File: src/rtl/truth_table_pkg.sv
// rtl/truth_table_pkg.sv - shared types, defaults and sizing helpers for the truth-table sequencer
package truth_table_pkg;

  typedef enum logic [1:0] {
    S_IDLE = 2'd0,
    S_WAIT = 2'd1,
    S_DONE = 2'd2
  } state_t;

  localparam int DEF_N_IN   = 3;
  localparam int DEF_SETTLE = 2;

  function automatic int tbl_w(input int n);
    return 1 << n;
  endfunction

  // Keeps the counter at least one bit wide so SETTLE=0 still elaborates.
  function automatic int cnt_w(input int settle);
    return (settle > 0) ? $clog2(settle + 1) : 1;
  endfunction

endpackage

File: src/rtl/settle_counter.sv
// rtl/settle_counter.sv - loadable down-counter that paces each vector's settle window
module settle_counter
  import truth_table_pkg::*;
#(
  parameter int SETTLE = DEF_SETTLE,
  localparam int CW = cnt_w(SETTLE)
) (
  input  logic          clk,
  input  logic          reset,
  input  logic          load,
  input  logic          dec,
  input  logic [CW-1:0] load_val,
  output logic          zero
);

  logic [CW-1:0] cnt;

  always_ff @(posedge clk) begin
    if (reset) begin
      cnt <= '0;
    end else if (load) begin
      cnt <= load_val;
    end else if (dec && (cnt != '0)) begin
      cnt <= cnt - 1'b1;
    end
  end

  assign zero = (cnt == '0);

endmodule

File: src/rtl/truth_table_sequencer.sv
// rtl/truth_table_sequencer.sv - sweeps an N-input function, captures its truth table and checks it
module truth_table_sequencer
  import truth_table_pkg::*;
#(
  parameter int N_IN   = DEF_N_IN,
  parameter int SETTLE = DEF_SETTLE,
  localparam int TBL_W = tbl_w(N_IN),
  localparam int CW    = cnt_w(SETTLE)
) (
  input  logic              clk,
  input  logic              reset,
  input  logic              start,
  input  logic              abort,
  input  logic [TBL_W-1:0]  expected,
  input  logic              f_in,
  output logic [N_IN-1:0]   abc_out,
  output logic              busy,
  output logic              done,
  output logic [TBL_W-1:0]  table_out,
  output logic              mismatch,
  output logic [N_IN:0]     fail_count,
  output logic [N_IN-1:0]   first_fail_idx
);

  localparam logic [N_IN-1:0] LAST_IDX = N_IN'(TBL_W - 1);

  state_t           state;
  logic [TBL_W-1:0] exp_q;
  logic             cnt_zero;
  logic             cnt_load;
  logic             cnt_dec;
  logic             sample;

  // abc_out doubles as the vector index; it is only ever advanced, never wrapped.
  assign sample   = (state == S_WAIT) && !abort && cnt_zero;
  assign cnt_load = ((state == S_IDLE) && start && !abort) ||
                    (sample && (abc_out != LAST_IDX));
  assign cnt_dec  = (state == S_WAIT) && !abort && !cnt_zero;

  settle_counter #(
    .SETTLE(SETTLE)
  ) u_settle (
    .clk     (clk),
    .reset   (reset),
    .load    (cnt_load),
    .dec     (cnt_dec),
    .load_val(CW'(SETTLE)),
    .zero    (cnt_zero)
  );

  always_ff @(posedge clk) begin
    if (reset) begin
      state          <= S_IDLE;
      exp_q          <= '0;
      abc_out        <= '0;
      busy           <= 1'b0;
      done           <= 1'b0;
      table_out      <= '0;
      mismatch       <= 1'b0;
      fail_count     <= '0;
      first_fail_idx <= '0;
    end else begin
      done <= 1'b0;
      case (state)
        S_IDLE: begin
          if (start && !abort) begin
            exp_q          <= expected;
            table_out      <= '0;
            fail_count     <= '0;
            mismatch       <= 1'b0;
            first_fail_idx <= '0;
            abc_out        <= '0;
            busy           <= 1'b1;
            state          <= S_WAIT;
          end
        end
        S_WAIT: begin
          if (abort) begin
            busy  <= 1'b0;
            state <= S_IDLE;
          end else if (cnt_zero) begin
            table_out[abc_out] <= f_in;
            if (f_in != exp_q[abc_out]) begin
              fail_count <= fail_count + 1'b1;
              mismatch   <= 1'b1;
              if (fail_count == '0) begin
                first_fail_idx <= abc_out;
              end
            end
            if (abc_out == LAST_IDX) begin
              busy  <= 1'b0;
              done  <= 1'b1;
              state <= S_DONE;
            end else begin
              abc_out <= abc_out + 1'b1;
            end
          end
        end
        S_DONE: begin
          state <= S_IDLE;
        end
        default: begin
          state <= S_IDLE;
        end
      endcase
    end
  end

endmodule

File: config.mk
export PLATFORM = sky130hd
export DESIGN_NAME = truth_table_sequencer
export DESIGN_NICKNAME = d
export VERILOG_FILES = /design/src/rtl/truth_table_pkg.sv /design/src/rtl/settle_counter.sv /design/src/rtl/truth_table_sequencer.sv
export SDC_FILE = /design/constraint.sdc
export NUM_CORES = 1
export LEC_CHECK = 0
export CORE_MARGIN = 2
export CORE_UTILIZATION = 65
export CTS_CLUSTER_DIAMETER = 120
export DETAILED_ROUTE_END_ITERATION = 6
export DONT_BUFFER_PORTS = 1
export GPL_TIMING_DRIVEN = 0
export PLACE_DENSITY = 0.81
export REMOVE_ABC_BUFFERS = 1
export SLEW_MARGIN = 20
export SYNTH_ARGS = -nofsm -noshare
export SYNTH_HDL_FRONTEND = slang
export SYNTH_SLANG_ARGS = --single-unit
File: constraint.sdc
create_clock -name clk -period 5.11 [get_ports clk]
set_input_delay 0.7665 -clock clk [delete_from_list [all_inputs] [get_ports clk]]
set_output_delay 0.7665 -clock clk [all_outputs]
set_load 0.05 [all_outputs]
==> results.sh, run 1 <==
export IMPL_synth_main_ff_cell="dfxtp_1"
export IMPL_postCtsSetupBuffers=0
export IMPL_num_fill_cells=175
export IMPL_ys_seq_elements=33
export IMPL_grtUsageMet3=0.0650
export IMPL_cts_resized=0
export IMPL_dpl_cell_area_um2=1530
export IMPL_min_path_type="reg2reg"
export IMPL_whs_ns=0.455
export IMPL_htree_levels=2
export IMPL_cts_buffers=5
export IMPL_fin_crit_sh=0.497
export IMPL_cts_reportedPaths_clkPinSlew_ns=0.11
export IMPL_p_switching_mw=0.124
export IMPL_drv_cap=0
export IMPL_fin_crit_ns=2.54
export IMPL_finish_utilization=0.717
export IMPL_criticalPathCategory="reg2reg"
export IMPL_num_vias=1315
export IMPL_die_h_um=52.9
export IMPL_grt_pass1_wl_mm=5.22
export IMPL_ant_nets=0
export IMPL_grt_overflow=0
export IMPL_synth_area_per_cell_um2=8.30
export IMPL_detail_route_wl_per_cell_um=15.1
export IMPL_cts_root_buf="clkbuf_4"
export IMPL_clk_latency_ns=0.33
export IMPL_ys_async_sr_fraction=0
export IMPL_worstMarginPinSlew_ns=1.04
export IMPL_required_ns=5.34
export IMPL_p_clk_frac=0.351
export IMPL_use_met2=0.433
export IMPL_viasPerCell=6.14
export IMPL_cts_buffer_depth=2
export IMPL_wirelength_mm=3.24
export IMPL_final_setup_tns_ns=0
export IMPL_synth_edf_count=0
export IMPL_netlist_area_um2=1550
export IMPL_hold_viol_final=0
export IMPL_grt_antenna_before_repair=0
export IMPL_crit_fanout=15
export IMPL_pwr_share_comb=0.078
export IMPL_grt_max_degree=31
export IMPL_port_buffers=0
export IMPL_drive_gt1_frac=0.0806
export IMPL_row_count=17
export IMPL_cp_arrival_ns=2.77
export IMPL_p_sw_frac=0.259
export IMPL_synth_cell_types=40
export IMPL_cts_hold_buf=0
export IMPL_n_antenna_cell=0
export IMPL_outcome="completed"
export IMPL_maxSlewHeadroom=0.307
export IMPL_vdd_drop_max_mv=0.228
export IMPL_seqPwrFrac=0.571
export IMPL_drt_iter0_markers=55
export IMPL_top_usage_layer="met2"
export IMPL_drc=0
export IMPL_grt_setup_unrepaired="no"
export IMPL_cts_sinks=33
export IMPL_hpwl_mm=2.18
export IMPL_io_pins=34
export IMPL_gp_congestion=0.855
export IMPL_fin_area_um2=1600
export IMPL_finClkSkew_ns=0.00806
export IMPL_area_growth_pct=3.14
export IMPL_fin_ws_ns=2.57
export IMPL_cts_tree="yes"
export IMPL_yosysWarnings=0
export IMPL_instances_no_fill=214
export IMPL_power_total_mw=0.481
export IMPL_num_nets_final=203
export IMPL_intPower_mw=0.357
export IMPL_syn_instance_count=187
export IMPL_clock_fmax_mhz=394
export IMPL_p_leak_nw=0.607
export IMPL_grt_pass1_vias=1223
export IMPL_dieWidth_um=52.9
export IMPL_dp_cells=206
export IMPL_coreArea_um2=2230
export IMPL_final_setup_viol_count=0
export IMPL_die_area_um2=2790
export IMPL_start_kind="flop"
export IMPL_pre_cts_ws_ns=2.59
export IMPL_dr_pass1_iters=5
export IMPL_track_usage=0.252
export IMPL_p_per_area_nw_per_um2=301
export IMPL_crit_path_end_kind="flop"
export IMPL_drv_slew=0
export IMPL_start_util=0.695
export IMPL_synth_seq_area_share=0.426
export IMPL_grtUsageMet1=0.305
flip-flops by register name, summed over array words and instances (netlist names):
signal	count
abc_out	3
table_out	8
first_fail_idx	3
busy	1
u_settle.cnt	2
done	1
exp_q	8
fail_count	4
mismatch	1
state	2
power by group through the flow:
stage / Sequential (mW) / Combinational (mW) / Clock [mW]
3_5_place_dp: 0.281 / 0.0364 / 0
4_1_cts: 0.275 / 0.0368 / 0.169
2_1_floorplan: 0.279 / 0.0290 / 0
3_3_place_gp: 0.280 / 0.0350 / 0
5_1_grt: 0.275 / 0.0422 / 0.179
6_report: 0.275 / 0.0374 / 0.169
cells in the final DEF, fill, tap and decap left out, types with 3 or more instances in the layout:
cell / synthesis / layout
ha_1: 5 / 5
o21ai_0: 12 / 12
clkbuf_4: 0 / 5
nor3_1: 4 / 4
nor2_1: 9 / 9
nand3_1: 3 / 3
nand2_1: 31 / 31
inv_1: 12 / 12
mux2i_1: 4 / 4
dfxtp_1: 33 / 33
o32ai_1: 3 / 3
a22oi_1: 4 / 4
a21oi_1: 26 / 26
and2_1: 3 / 3
kinds of logic after synthesis:
kind of cell               Yosys count  share of synthesized area
and+or+nand+nor                     65                      0.202
muxes                                6                     0.0427
buffers and inverters               21                     0.0653
DFF                                 33                      0.426
AOI/OAI and AO/OA                   57                      0.223
adders and majority gates            5                     0.0403
cell usage after synthesis (all sizes together) (2+ instances only):
master	count	area [um2]
nand2	31	116
mux2i	4	40.0
o21ai	12	60.1
nor3	5	30.0
clkbuf	6	22.5
mux2	2	26.3
a22oi	4	30.0
o21a	2	15.0
o32ai	3	26.3
dfxtp	33	661
a21o	2	15.0
buf	3	33.8
a31oi	2	12.5
a21oi	26	130
nor2	10	40.0
and2	4	27.5
inv	12	45.0
nand3	3	15.0
and2b	3	25.0
ha	5	62.6
critical path, stage by stage, from the launching register on:
cell	delay, ns
dfxtp_1	1.02
mux2_4	0.36
a2bb2oi_2	0.14
and3_1	0.19
or2_1	0.30
and2_4	0.18
mux2_2	0.25
final cells by class:
type	instances	area, um2	share of cell area
sequential	33	661	0.413
clock inverter	1	5.00	0.00313
clock buffer	7	65.1	0.0407
multi-input combinational	133	790	0.493
tap	28	35.0	0.0219
inverter	12	45.0	0.0281
path summary, 6_finish.rpt:
kind / startpoint / endpoint / slack, ns / depth (start not counted)
setup / recovery: abc_out[0] / fail_count[0] / 2.57 / 6
hold / removal: exp_q[7] / exp_q[7] / 0.45 / 2
setup reg to reg: abc_out[0] / fail_count[0] / 2.57 / 6
hold reg to reg: exp_q[7] / exp_q[7] / 0.45 / 2
per-layer routing:
layer | vias to the layer above | part of all wire
li1 | 647 | -
met1 | 603 | 0.42
met2 | 59 | 0.48
met3 | 6 | 0.079
met4 | 0 | 0.011
met5 | - | 0
(Power assumes the default switching activity.)
==> run 2: changes to the inputs <==
--- a/config.mk
+++ b/config.mk
@@ -6,12 +6,12 @@
 export NUM_CORES = 1
 export LEC_CHECK = 0
 export CORE_MARGIN = 2
-export CORE_UTILIZATION = 65
+export CORE_UTILIZATION = 61
 export CTS_CLUSTER_DIAMETER = 120
 export DETAILED_ROUTE_END_ITERATION = 6
 export DONT_BUFFER_PORTS = 1
 export GPL_TIMING_DRIVEN = 0
-export PLACE_DENSITY = 0.81
+export PLACE_DENSITY = 0.77
 export REMOVE_ABC_BUFFERS = 1
 export SLEW_MARGIN = 20
 export SYNTH_ARGS = -nofsm -noshare
==> constraint.sdc (replaced) <==
create_clock -name clk -period 2.5 [get_ports clk]
set_input_delay 0.375 -clock clk [delete_from_list [all_inputs] [get_ports clk]]
set_output_delay 0.375 -clock clk [all_outputs]
set_load 0.05 [all_outputs]
==> run 2 against run 1 <==
Against the previous run: count of clock-buffer cells in the layout unchanged; core utilization is 5.7 points lower; sequential power increased by 100%; register-to-register slack got worse by 2.4 ns; flip-flop and latch count is the same; sequential share of layout area about the same; critical path depth did not move; clock skew fell by 0.00088 ns; via count decreased by 3.6%; global-route usage is 2.8 points lower; worst hold slack worse by 0.35 ns; wire length decreased by 4.2%.
==> results.sh, run 2 (synthesis results as in run 1) <==
export IMPL_outcome="completed"
export IMPL_htree_levels=2
export IMPL_coreArea_um2=2430
export IMPL_track_usage=0.224
export IMPL_vdd_drop_max_mv=0.372
export IMPL_reg_largest_list="exp_q x8, table_out x8, fail_count x4"
export IMPL_cp_arrival_ns=2.50
export IMPL_pre_cts_ws_ns=-0.0115
export IMPL_fin_crit_sh=0.913
export IMPL_grt_antenna_before_repair=0
export IMPL_cts_buffer_depth=2
export IMPL_p_per_area_nw_per_um2=606
export IMPL_ff_latch_area_um2=663
export IMPL_fin_crit_ns=2.28
export IMPL_die_area_um2=2960
export IMPL_fin_ws_ns=0.218
export IMPL_gp_congestion=0.831
export IMPL_crit_path_end_kind="flop"
export IMPL_port_buffers=0
export IMPL_drt_iter0_markers=35
export IMPL_p_leak_nw=0.608
export IMPL_clk_latency_ns=0.33
export IMPL_postCtsSetupBuffers=0
export IMPL_worstMarginPinSlew_ns=0.770
export IMPL_cts_sinks=33
export IMPL_start_kind="flop"
export IMPL_cts_resized=1
export IMPL_power_total_mw=0.973
export IMPL_layout_common_cells="31 x nand2_1, 31 x dfxtp_1, 26 x a21oi_1"
export IMPL_slowest_stage="dfxtp_1"
export IMPL_start_util=0.638
export IMPL_cts_hold_buf=0
export IMPL_hpwl_mm=2.18
export IMPL_cts_tree="yes"
export IMPL_area_growth_pct=3.47
export IMPL_num_vias=1268
export IMPL_crit_chain="nor2_1 > a22oi_1 > a21oi_1 > or2_1 > and2_4 > mux2_2"
export IMPL_cts_reportedPaths_clkPinSlew_ns=0.10
export IMPL_path_delay_family="flip-flops"
export IMPL_num_nets_final=203
export IMPL_whs_ns=0.101
export IMPL_grt_max_degree=31
export IMPL_maxSlewHeadroom=0.486
export IMPL_drc=0
export IMPL_cts_buffers=5
export IMPL_criticalPathCategory="reg2reg"
export IMPL_grt_pass1_wl_mm=4.62
export IMPL_grt_overflow=0
export IMPL_grt_pass1_vias=1040
export IMPL_finish_utilization=0.660
export IMPL_io_pins=34
export IMPL_critical_path_max_stage_delay_ns=0.83
export IMPL_required_ns=2.72
export IMPL_n_antenna_cell=0
export IMPL_die_h_um=54.4
export IMPL_detail_route_wl_per_cell_um=14.4
export IMPL_dr_pass1_iters=4
export IMPL_wirelength_mm=3.10
export IMPL_critPathBufInv=0
export IMPL_grt_setup_unrepaired="no"
export IMPL_drive_gt1_frac=0.0914
export IMPL_ant_nets=0
export IMPL_drv_cap=0
export IMPL_dieWidth_um=54.4
export IMPL_drv_slew=0
export IMPL_cts_root_buf="clkbuf_4"
export IMPL_final_setup_viol_count=0
export IMPL_hold_viol_final=0
export IMPL_row_count=18
export IMPL_finClkSkew_ns=0.00718
export IMPL_viasPerCell=5.87
export IMPL_clock_fmax_mhz=438
export IMPL_min_path_type="in2reg"
export IMPL_num_fill_cells=211
export IMPL_multi_input_area_um2=790
export IMPL_crit_fanout=10
-- run 2: changes by cell type in the layout (fill, tap and decap cells not counted) --
cell / change
dfxtp_2: +2
dfxtp_1: -2
-- run 2: final timing paths --
check,startpoint,to,slack (ns),cells after the start
setup reg to reg,abc_out[2],fail_count[0],0.22,6
setup / recovery,abc_out[2],fail_count[0],0.22,6
hold reg to reg,exp_q[2],exp_q[2],0.45,2
hold / removal,reset,table_out[7],0.10,1
-- run 2: layer usage --
metal,part of all wire,routed length [um],GRT usage,vias up
met5,0,0,0,-
met4,0.011,34,0.104,0
met3,0.071,221,0.0656,5
met2,0.48,1500,0.341,42
met1,0.43,1350,0.290,575
li1,-,-,-,646
-- run 2: per-stage QoR --
stage                     cell area [um2]  std cells  TNS [ns]
after CTS                            1600        216         0
after floorplan                      1500        178         0
after detailed placement             1530        208   -0.0115
after global routing                 1610        216         0
after global placement               1530        208         0
final                                1610        216         0
-- run 2: final cells by class --
| class | count | area share |
|---|---|---|
| sequential | 33 | 0.413 |
| tap | 30 | 0.0234 |
| clock buffer | 7 | 0.0405 |
| clock inverter | 1 | 0.00312 |
| multi-input combinational | 133 | 0.492 |
| inverter | 12 | 0.0281 |
-- run 2: power breakdown --
part	total, mW	switching (mW)	internal [mW]	leakage, nW
Sequential	0.561	0.0221	0.539	0.268
Clock	0.337	0.174	0.163	0.0413
Combinational	0.0745	0.0479	0.0266	0.298
Total	0.973	0.244	0.729	0.608
